### config.mk
export PLATFORM = sky130hd
export DESIGN_NAME = prog_rate_divider
export DESIGN_NICKNAME = d
export VERILOG_FILES = /design/src/rtl/snake_pkg.sv /design/src/rtl/prog_rate_divider.sv
export SDC_FILE = /design/constraint.sdc
export NUM_CORES = 1
export LEC_CHECK = 0
export BUFFER_PORTS_ARGS = -buffer_cell sky130_fd_sc_hd__buf_2
export CAP_MARGIN = 20
export CORE_MARGIN = 1
export CORE_UTILIZATION = 50
export CTS_BUF_LIST = sky130_fd_sc_hd__clkbuf_8 sky130_fd_sc_hd__clkbuf_16
export DETAILED_ROUTE_END_ITERATION = 8
export PLACE_DENSITY = 0.81
export SLEW_MARGIN = 40
export SYNTH_ARGS = -nofsm -noshare
export SYNTH_HDL_FRONTEND = slang
export SYNTH_SLANG_ARGS = --single-unit
### constraint.sdc
create_clock -name clkin -period 8 [get_ports clkin]
set_input_delay 1.6 -clock clkin [delete_from_list [all_inputs] [get_ports clkin]]
set_output_delay 1.6 -clock clkin [all_outputs]
set_load 0.005 [all_outputs]
### src/rtl/snake_pkg.sv
// Shared divider constants for the board build and the fast simulation build.
package snake_pkg;

  localparam int unsigned BoardCntW   = 25;
  localparam int unsigned BoardDefDiv = 10000000;
  localparam int unsigned BoardMinDiv = 1000000;
  localparam int unsigned BoardStep   = 500000;

  localparam int unsigned SimCntW     = 8;
  localparam int unsigned SimDefDiv   = 9;
  localparam int unsigned SimMinDiv   = 3;
  localparam int unsigned SimStep     = 2;

endpackage

### src/rtl/prog_rate_divider.sv
// Programmable rate divider: one tick and a clkout toggle every div_reg+1 enabled cycles,
// with divisor load and a saturating speed-up strobe.
module prog_rate_divider
  import snake_pkg::*;
#(
  parameter int unsigned CNT_W   = BoardCntW,
  parameter int unsigned DEF_DIV = BoardDefDiv,
  parameter int unsigned MIN_DIV = BoardMinDiv,
  parameter int unsigned STEP    = BoardStep
) (
  input  logic             clkin,
  input  logic             resetn,
  input  logic             enable,
  input  logic             load,
  input  logic [CNT_W-1:0] div_in,
  input  logic             speed_up,
  output logic             tick,
  output logic             clkout,
  output logic [CNT_W-1:0] div_cur,
  output logic             at_min
);

  localparam logic [CNT_W-1:0] DefDiv = CNT_W'(DEF_DIV);
  localparam logic [CNT_W-1:0] MinDiv = CNT_W'(MIN_DIV);
  localparam logic [CNT_W-1:0] Step   = CNT_W'(STEP);
  // One extra bit so MIN_DIV+STEP cannot wrap.
  localparam logic [CNT_W:0]   SatThr = (CNT_W + 1)'(MIN_DIV + STEP);

  logic [CNT_W-1:0] count_q, count_d;
  logic [CNT_W-1:0] div_q, div_d;
  logic             tick_q, tick_d;
  logic             clkout_q, clkout_d;

  function automatic logic [CNT_W-1:0] sat_sub(input logic [CNT_W-1:0] d);
    if ({1'b0, d} < SatThr) begin
      return MinDiv;
    end
    return d - Step;
  endfunction

  assign at_min = (div_q == MinDiv);

  always_comb begin
    count_d  = count_q;
    div_d    = div_q;
    tick_d   = 1'b0;
    clkout_d = clkout_q;
    if (load) begin
      div_d   = (div_in < MinDiv) ? MinDiv : div_in;
      count_d = '0;
    end else begin
      if (enable) begin
        if (count_q >= div_q) begin
          count_d  = '0;
          tick_d   = 1'b1;
          clkout_d = ~clkout_q;
        end else begin
          count_d = count_q + 1'b1;
        end
      end
      if (speed_up && !at_min) begin
        div_d = sat_sub(div_q);
      end
    end
  end

  always_ff @(posedge clkin or negedge resetn) begin
    if (!resetn) begin
      count_q  <= '0;
      div_q    <= DefDiv;
      tick_q   <= 1'b0;
      clkout_q <= 1'b0;
    end else begin
      count_q  <= count_d;
      div_q    <= div_d;
      tick_q   <= tick_d;
      clkout_q <= clkout_d;
    end
  end

  assign tick    = tick_q;
  assign clkout  = clkout_q;
  assign div_cur = div_q;

endmodule

==> results of run 1 <==
-- cells in the mapped netlist (all sizes together), types with 3 or more instances --
cell	instances	area, um2
buf	8	46.3
dfstp	8	210
a22o	6	52.6
nand2	52	198
o31ai	3	27.5
ha	28	350
or4	7	52.6
nor2b	4	25.0
nor4	10	114
inv	34	128
o21a	4	30.0
a211o	8	70.1
nor3	6	30.0
or3	7	43.8
nand2b	4	25.0
a22oi	5	37.5
dfrtp	44	1100
a21oi	40	208
clkbuf	14	53.8
and4	3	28.8
nand3	19	105
a21o	5	37.5
nand4	19	131
a211oi	4	35.0
and3	4	25.0
nor2	36	138
o211ai	7	52.6
o21ai	26	130
a32oi	13	114
o31a	3	26.3
and2	9	58.8
-- worst register-to-register path: cells and delay by family, from the launching register on --
| family | cells | cell delay, ns |
|---|---|---|
| and+or+nand+nor | 3 | 1.39 |
| AOI/OAI and AO/OA | 3 | 0.60 |
| DFF | 1 | 0.59 |
| adders and majority gates | 1 | 0.31 |
| buffers and inverters | 1 | 0.10 |
-- layer usage --
layer  GRT usage (%)  up-vias  part of all wire (%)
met5               0        -                     0
met4            5.99        0                   1.2
met3            3.48       16                   7.5
met2            44.5      217                    48
met1            36.5     1936                    43
li1                -     1882                     -
-- state kept, by name, summed over array words and instances, names as in the netlist --
| signal | cells |
|---|---|
| clkout | 1 |
| count_q | 25 |
| tick | 1 |
| div_cur | 25 |
-- worst max-delay path by stage --
stage | end
after global placement | count_q[5]$_DFFE_PN0P_
after CTS | at_min
after global routing | at_min
after detailed placement | div_cur[0]$_DFFE_PN0P_
final | at_min
after floorplan | div_cur[11]$_DFFE_PN0P_
-- power by group --
part | total (W) | switching, W | internal (W)
sequential | 0.000334 | 0.0000423 | 0.000291
combinational | 0.000195 | 0.000117 | 0.0000786
clock | 0.000151 | 0.0000911 | 0.0000602
total | 0.000680 | 0.000250 | 0.000430
-- cell families after synthesis --
family,Yosys count
compound gates,149
xor+xnor,1
fa+ha+maj,28
buf+inv,56
flops,52
mux,3
simple gates,186
-- metrics by stage --
step                      util (%)  total power, W  hold slack [ns]  area, um2  std cells
after floorplan                  -        0.000453            0.469       4040        475
after global placement        56.3        0.000520            0.455       4370        615
after detailed placement      56.3        0.000529            0.463       4370        615
after CTS                     57.4        0.000681            0.478       4460        623
after global routing          57.5        0.000716            0.523       4470        623
final                         57.5        0.000680            0.468       4470        623
-- area by class of cell --
type,instances,area [um2]
well taps,102,128
multi-input cells,367,2510
flip-flops and latches,52,1310
fillers,713,3300
clock inverters,3,16.3
clock buffers,5,68.8
repair buffers,60,308
inverters,34,128
==> flow_summary.ini, run 1 <==
[status]
status = finished clean

[grt]
antenna_found_initial = 0
grt_max_degree = 53
grt_usage_pct = 26.6
grt_pass1_vias = 3713
grt_pass1_wl_mm = 18.2
overflow = 0

[cells_and_area]
layout_common_cells = buf_2 (57), nand2_1 (51), dfrtp_1 (44)
antenna_cells = 0
nNetsFinal = 578
syn_to_final_growth_pct = 10.6
layout-drive-gt1-share_pct = 19.2
layout_commonest_cell = buf_2

[worst_hold_path]
min_path_type = flop to flop
hold_depth = 1
holdPathEnd = clkout$_DFFE_PN0P_
hold_start = clkout$_DFFE_PN0P_

[routing]
drt-initial-drc-count = 387
avgViaCountPerCell = 6.50
ant_nets = 0
dr.pass1.iters = 5
wl_mm = 11.2
wire_per_inst_um = 17.9
num_vias = 4051
post-route-drc-count = 0

[floorplanning]
die-area_um2 = 8440
fp.coreArea_um2 = 7770
initial_utilization_pct = 52.0
io_pins = 58
die_x_um = 91.9
fp.dieH_um = 91.9
rows = 32

[placed_design]
post-dp-hpwl_mm = 8.12
io_buffers = 57
pre_cts_slack_ns = 4.42
finalWeightedCongestion = 0.969

[critical_path]
reg2reg_from = div_cur[10]$_DFFE_PN1P_
crit_required_ns = 6.40
critPathTopFamily = simple AND/OR/NAND/NOR gates
cp_data_arrival_time_ns = 1.95
startpoint = div_cur[19]$_DFFE_PN1P_
end_kind = output port
crit_slowest_cell = dfstp_2
crit_path_max_fanout = 10
slowest_delay_ns = 0.64
r2r-end = count_q[12]$_DFFE_PN0P_
path_cells = and4bb_1 > nand4_2 > nor4_1 > buf_2
path_buf_inv = 1
reg2reg_depth = 8
path_depth = 4
crit_type = flop to output port
worstSetupStartpointType = flop
r2r_slack_ns = 4.93

[clock_network]
clk_pin_slew_worst_paths_ns = 0.10
cts-htree-levels = 2
clk_latency_ns = 0.31
numCtsBuffers = 5
cts_root_buf = clkbuf_8
cts_tree = yes
cts_max_path_buffers = 2
cts_setup_buffers = 0
cts_resized = 0
cts_sinks = 52
hold_buffers = 0

[synth]
syn_inst = 475
muxShareOfSynthArea_pct = 0.774
syn_area_per_cell_um2 = 8.50
synth_edf_count = 0
ys_seq_area_share_pct = 32.5
ys.flop_type = dfrtp_1
synth-compound-area-share_pct = 26.5
ys_seq_elements = 52
async_reset_ff_share_pct = 100
yosys.area_share.simple_pct = 25.8
synth_area_um2 = 4040
synth_cell_type_count = 74
synth_xor_area_share_pct = 0.217
syn_nets = 533
synthAdderAreaFrac_pct = 8.67
synth_top_family_by_area = compound AO/OA/AOI/OAI gates
ys_warn_count = 0

[timing]
layout_min_cycle_time_ns = 3.55
max_slew_margin_pct = 46.8
slew_violations = 0
fin_skew_ns = 0.00538
worst_pin_slew_ns = 0.798
tns_ns = 0
finalHoldViolCount = 0
fin_ws_ns = 4.45
grt_setup_unrepaired = false
setup_viol = 0
timing.fmax_ghz = 0.282
fin_crit_sh_pct = 44.4

[power_and_ir_drop]
ir_drop_mv = 0.0706
cellPowerDensity_nw_per_um2 = 152
leakagePower_nw = 2.02

[flow_run]
drv_cap = 0
(Power assumes the default switching activity.)
==> run 2: changes to the inputs <==
==> constraint.sdc (replaced) <==
create_clock -name clkin -period 3.6 [get_ports clkin]
set_input_delay 0.72 -clock clkin [delete_from_list [all_inputs] [get_ports clkin]]
set_output_delay 0.72 -clock clkin [all_outputs]
set_load 0.005 [all_outputs]
==> run 2 against run 1 <==
Non-clock buffer count is 2 higher. Worst setup slack worse by 3.8 ns. Flip-flop and latch count stayed put. Critical path depth is 4 higher. Clock power is 150% higher. First-iteration DRC count is 29% lower. Sequential share of layout area is 0.23 points lower. Die area stayed put. Largest cell class unchanged. Largest power group unchanged.
==> flow_summary.ini, run 2 (synthesized netlist as in run 1, its figures left out) <==
[placed_design]
dp.cells = 617
finalWeightedCongestion = 0.950
post-dp-hpwl_mm = 8.43
io_buffers = 57

[grt]
overflow = 0
grt_usage_pct = 27.7
grt_pass1_wl_mm = 18.7
antenna_found_initial = 0
grt_max_degree = 28
grt_pass1_vias = 3835

[clock_network]
cts-htree-levels = 2
clk_latency_ns = 0.33
cts_root_buf = clkbuf_8
cts_sinks = 52
clk_pin_slew_worst_paths_ns = 0.12
cts_max_path_buffers = 2
hold_buffers = 0
cts_tree = yes
cts_resized = 0
cts_setup_buffers = 0
numCtsBuffers = 5

[routing]
dr.pass1.iters = 7
avgViaCountPerCell = 6.45
drt-initial-drc-count = 273
wl_mm = 11.5
ant_nets = 0
wire_per_inst_um = 18.5
num_vias = 4030
post-route-drc-count = 0

[timing]
grt_setup_unrepaired = false
slew_violations = 0
timing.fmax_ghz = 0.341
layout_min_cycle_time_ns = 2.93
max_slew_margin_pct = 53.1
setup_viol = 0
fin_skew_ns = 0.0201
worst_pin_slew_ns = 0.696
tns_ns = 0
fin_crit_sh_pct = 81.4
finalHoldViolCount = 0

[critical_path]
crit_type = flop to flop
reg2reg_from = div_cur[20]$_DFFE_PN1P_
crit_path_max_fanout = 15
cp_data_arrival_time_ns = 3.16
crit_required_ns = 3.83
slowest_delay_ns = 0.63
path_cells = inv_1 > ha_1 > nand4_1 > nor4_1 > nand2_1 > nand4_1 > nor4_1 > a311o_1
reg2reg_depth = 8
path_depth = 8
crit_slowest_cell = dfstp_2
r2r-end = count_q[21]$_DFFE_PN0P_
end_kind = flop
worstSetupStartpointType = flop
path_buf_inv = 1
r2r_slack_ns = 0.67
critPathTopFamily = simple AND/OR/NAND/NOR gates

[worst_hold_path]
min_path_type = primary input to async pin

[cells_and_area]
fillers = 702
final_core_util_pct = 57.9
nNetsFinal = 580
layout_common_cells = buf_2 (57), nand2_1 (51), dfrtp_1 (44)
antenna_cells = 0
layout.cells.non_filler = 625
layout_commonest_cell = buf_2
syn_to_final_growth_pct = 11.4
layout-drive-gt1-share_pct = 19.5

[floorplanning]
rows = 32
fp.dieH_um = 91.9
io_pins = 58
die_x_um = 91.9
initial_utilization_pct = 52.0
die-area_um2 = 8440
fp.coreArea_um2 = 7770

[power_and_ir_drop]
ir_drop_mv = 0.258
cellPowerDensity_nw_per_um2 = 347
leakagePower_nw = 2.03

[status]
status = finished clean

[flow_run]
drv_cap = 0
==> run 2: cell count changes in the layout (fill, tap and decap cells not counted), sizes merged <==
cell and change:
buf +2
==> run 2: worst reg2reg max path: stages (launching register included) <==
cell and delay (ns):
dfstp_2 0.63, inv_1 0.10, ha_1 0.33, nand4_1 0.14, nor4_1 0.56, nand2_1 0.13, nand4_1 0.48, nor4_1 0.12
a311o_1 0.34
==> run 2: layout make-up <==
type / count / area, um2 / area share [%]
inverter: 34 / 128 / 2.84
sequential: 52 / 1310 / 29.1
tap: 102 / 128 / 2.84
clock buffer: 5 / 68.8 / 1.53
multi-input combinational: 367 / 2510 / 55.9
clock inverter: 3 / 27.5 / 0.612
timing repair buffer: 62 / 323 / 7.17
==> run 2: layer usage <==
layer,global-route usage (%),wire (um),share of wire [%],vias up
met5,0,0,0,-
met4,9.24,144,1.2,0
met2,45.4,5570,48,191
met1,37.8,4980,43,1927
li1,-,-,-,1892
met3,3.65,840,7.3,20
==> run 2: worst max path at each step <==
stage                            startpoint                       to  slack, ns
global route        div_cur[20]$_DFFE_PN1P_  count_q[21]$_DFFE_PN0P_       0.42
global placement    div_cur[10]$_DFFE_PN1P_  count_q[12]$_DFFE_PN0P_       0.79
CTS                 div_cur[20]$_DFFE_PN1P_  count_q[21]$_DFFE_PN0P_       0.72
finish              div_cur[20]$_DFFE_PN1P_  count_q[21]$_DFFE_PN0P_       0.67
floorplan           div_cur[19]$_DFFE_PN1P_  count_q[21]$_DFFE_PN0P_       1.07
detailed placement  div_cur[20]$_DFFE_PN1P_  count_q[21]$_DFFE_PN0P_       0.72
==> run 2: where the power goes <==
part	total [W]	internal, W	switching [W]
Sequential	0.000739	0.000647	0.0000915
Clock	0.000377	0.000144	0.000233
Combinational	0.000447	0.000177	0.000270
Total	0.00156	0.000968	0.000595
==> run 2: metrics by stage <==
| step | setup WS [ns] | hold slack [ns] | cell area (um2) | power, W |
|---|---|---|---|---|
| after floorplan | 1.07 | 0.424 | 4040 | 0.00101 |
| after global placement | 0.788 | 0.459 | 4390 | 0.00116 |
| after detailed placement | 0.716 | 0.463 | 4400 | 0.00118 |
| after CTS | 0.717 | 0.420 | 4490 | 0.00155 |
| after global routing | 0.423 | 0.450 | 4500 | 0.00163 |
| final | 0.669 | 0.412 | 4500 | 0.00156 |
==> run 3: changes to the inputs <==
--- a/config.mk
+++ b/config.mk
@@ -5,13 +5,14 @@
 export SDC_FILE = /design/constraint.sdc
 export NUM_CORES = 1
 export LEC_CHECK = 0
+export ABC_AREA = 1
 export BUFFER_PORTS_ARGS = -buffer_cell sky130_fd_sc_hd__buf_2
 export CAP_MARGIN = 20
 export CORE_MARGIN = 1
 export CORE_UTILIZATION = 50
 export CTS_BUF_LIST = sky130_fd_sc_hd__clkbuf_8 sky130_fd_sc_hd__clkbuf_16
 export DETAILED_ROUTE_END_ITERATION = 8
-export PLACE_DENSITY = 0.81
+export PLACE_DENSITY = 0.83
 export SLEW_MARGIN = 40
 export SYNTH_ARGS = -nofsm -noshare
 export SYNTH_HDL_FRONTEND = slang
==> constraint.sdc (replaced) <==
create_clock -name clkin -period 2.6 [get_ports clkin]
set_input_delay 0.52 -clock clkin [delete_from_list [all_inputs] [get_ports clkin]]
set_output_delay 0.52 -clock clkin [all_outputs]
set_load 0.005 [all_outputs]
==> run 3 against run 2 <==
Utilization rose by 0.60 points. Clock-buffer cell count did not move. First-iteration DRC count rose by 20%. Routed wire length rose by 5.9%. Sequential share of layout area fell by 2.4 points. Hold slack got worse by 0.26 ns. Synthesized cell count rose by 42%. Combinational power rose by 77%. Die area rose by 9.5%. Cell count rose by 34%. Critical endpoint is now count_q[17]$_DFFE_PN0P_. Largest cell class unchanged. Largest power group unchanged.
==> flow_summary.ini, run 3 <==
[status]
status = finished clean

[critical_path]
slowest_delay_ns = 0.64
r2r_slack_ns = 0.28
crit_slowest_cell = dfstp_2
cp_data_arrival_time_ns = 2.53
r2r-end = count_q[17]$_DFFE_PN0P_
crit_type = flop to flop
critPathMostFrequentCell = nand2_1
path_cells = clkinv_2 > ha_1 > nand2_1 > nor2_1 > nand2_1 > nor3b_1 > a21oi_4 > nand2_4 > o21ai_0
crit_path_max_fanout = 17
crit_required_ns = 2.80
reg2reg_depth = 9
worstSetupStartpointType = flop
path_buf_inv = 1
reg2reg_from = div_cur[19]$_DFFE_PN1P_
end_kind = flop
critPathTopFamily = simple AND/OR/NAND/NOR gates

[power_and_ir_drop]
leakagePower_nw = 2.57
power_switching_w = 0.000949
p_int_w = 0.00138
ir_drop_mv = 0.274
clock_power_share_pct = 21.9
cellPowerDensity_nw_per_um2 = 475
p_sw_share_pct = 40.7
pwr-share-comb_pct = 33.9
seqPwrFrac_pct = 44.2

[routing]
post-route-drc-count = 0
wl_mm = 12.2
num_vias = 4660
avgViaCountPerCell = 5.58
drt-initial-drc-count = 327
dr.pass1.iters = 5
wire_per_inst_um = 14.6
ant_nets = 0

[cells_and_area]
syn_to_final_growth_pct = 10.7
final_core_util_pct = 58.5
fillers = 817
nNetsFinal = 787
layout_common_cells = nand2_1 (243), inv_1 (70), nor2_1 (68)
layout_commonest_cell = nand2_1
layout-drive-gt1-share_pct = 15.9
layout.cells.non_filler = 835
stdcell_area_um2 = 4910
antenna_cells = 0

[clock_network]
cts-htree-levels = 2
cts_setup_buffers = 0
clk_pin_slew_worst_paths_ns = 0.11
cts_max_path_buffers = 2
clk_latency_ns = 0.33
cts_sinks = 52
cts_tree = yes
numCtsBuffers = 5
cts_root_buf = clkbuf_8

[synth]
syn_inst = 673
syn_nets = 731
synth_edf_count = 0
yosysMostFrequentCell = nand2_1
synth_top_area_share_pct = 24.8
async_reset_ff_share_pct = 100
ys.flop_type = dfrtp_1
syn_area_per_cell_um2 = 6.59
ys_top_cells_by_count = nand2_1 (243), inv_1 (70), nor2_1 (68)
synth_cell_type_count = 35
synth.area.top_cells = dfrtp_1 (25%), nand2_1 (21%), ha_1 (7.9%)
ys_seq_area_share_pct = 29.6
synth_area_um2 = 4430
yosysTopAreaCell = dfrtp_1
ys_seq_elements = 52
ys_warn_count = 0

[placed_design]
finalWeightedCongestion = 0.904
dp.cells = 827
io_buffers = 57
post_dp_cell_area_um2 = 4800
post-dp-hpwl_mm = 9.58

[timing]
finalHoldViolCount = 0
setup_viol = 0
max_slew_margin_pct = 60.0
timing.fmax_ghz = 0.430
fin_crit_sh_pct = 89.4
grt_setup_unrepaired = false
slew_violations = 0
worst_pin_slew_ns = 0.599
tns_ns = 0
fin_skew_ns = 0.0139
layout_min_cycle_time_ns = 2.32

[floorplanning]
fp.coreArea_um2 = 8380
rows = 33
fp.dieH_um = 96.1
io_pins = 58
die-area_um2 = 9240
initial_utilization_pct = 52.9
die_x_um = 96.1

[grt]
grt_pass1_wl_mm = 21.1
overflow = 0
grt_usage_pct = 29.4
grt_max_degree = 35
grt_pass1_vias = 4455
antenna_found_initial = 0

[flow_run]
drv_cap = 0

[worst_hold_path]
min_path_type = primary input to async pin
[run 3: cell count changes in the layout (fill, tap and decap cells not counted), sizes merged, moves of 8 or more]
| cell | change |
|---|---|
| nand2 | +195 |
| xor2 | +16 |
| nand3 | +44 |
| a21oi | -21 |
| a211o | -8 |
| a32oi | -13 |
| inv | +39 |
| nor4 | -10 |
| nor2 | +39 |
| and2 | -9 |
[run 3: cell families after synthesis]
group,Yosys count,synth area share (%)
XOR/XNOR,20,3.95
buffers and inverters,90,8.61
AO/OA/AOI/OAI,61,8.33
flip-flops,52,29.6
adder cells (fa/ha/maj),28,7.91
multiplexers,1,0.226
AND/OR/NAND/NOR,421,41.4
[run 3: worst max path at each step]
stage	startpoint	end	cells after the start
2_1_floorplan	div_cur[19]$_DFFE_PN1P_	count_q[8]$_DFFE_PN0P_	15
3_3_place_gp	div_cur[19]$_DFFE_PN1P_	count_q[17]$_DFFE_PN0P_	13
3_5_place_dp	div_cur[12]$_DFFE_PN1P_	count_q[0]$_DFFE_PN0P_	11
4_1_cts	div_cur[19]$_DFFE_PN1P_	count_q[5]$_DFFE_PN0P_	13
5_1_grt	div_cur[19]$_DFFE_PN1P_	clkout$_DFFE_PN0P_	12
6_report	div_cur[19]$_DFFE_PN1P_	count_q[17]$_DFFE_PN0P_	9
[run 3: timing repair]
| action | CTS | global route |
|---|---|---|
| endpoints found under the hold margin | 0 | 0 |
| setup endpoints to repair | 0 | 6 |
| gates resized for setup | 0 | 1 |
| hold buffers | 0 | 0 |
[run 3: cell type report]
| cell class | count | area, um2 | share of cell area (%) |
|---|---|---|---|
| Multi-Input combinational cell | 531 | 2750 | 56.0 |
| Sequential cell | 52 | 1310 | 26.7 |
| Timing Repair Buffer | 64 | 338 | 6.88 |
| Inverter | 75 | 285 | 5.81 |
| Tap cell | 105 | 131 | 2.68 |
| Clock buffer | 5 | 68.8 | 1.40 |
| Clock inverter | 3 | 26.3 | 0.535 |
[run 3: per-layer routing]
layer  track usage, %  vias up  share of wire (%)
met1             39.1     2181                 44
met3             3.55       16                6.1
met2             50.5      185                 48
li1                 -     2278                  -
met5                0        -                  0
met4             7.21        0                1.2
[run 3: power by group through the flow]
stage	combinational (W)	clock [W]	sequential, W
after detailed placement	0.000779	0	0.00104
after floorplan	0.000523	0	0.00101
after global placement	0.000764	0	0.00103
after CTS	0.000784	0.000512	0.00103
after global routing	0.000895	0.000556	0.00104
final	0.000791	0.000511	0.00103
[run 3: per-stage QoR]
stage	total power, W	hold WS (ns)	setup WS [ns]
floorplan	0.00153	0.224	0.494
CTS	0.00232	0.162	0.252
global placement	0.00180	0.479	0.363
finish	0.00233	0.156	0.276
detailed placement	0.00182	0.502	0.268
global route	0.00249	0.180	0.0205
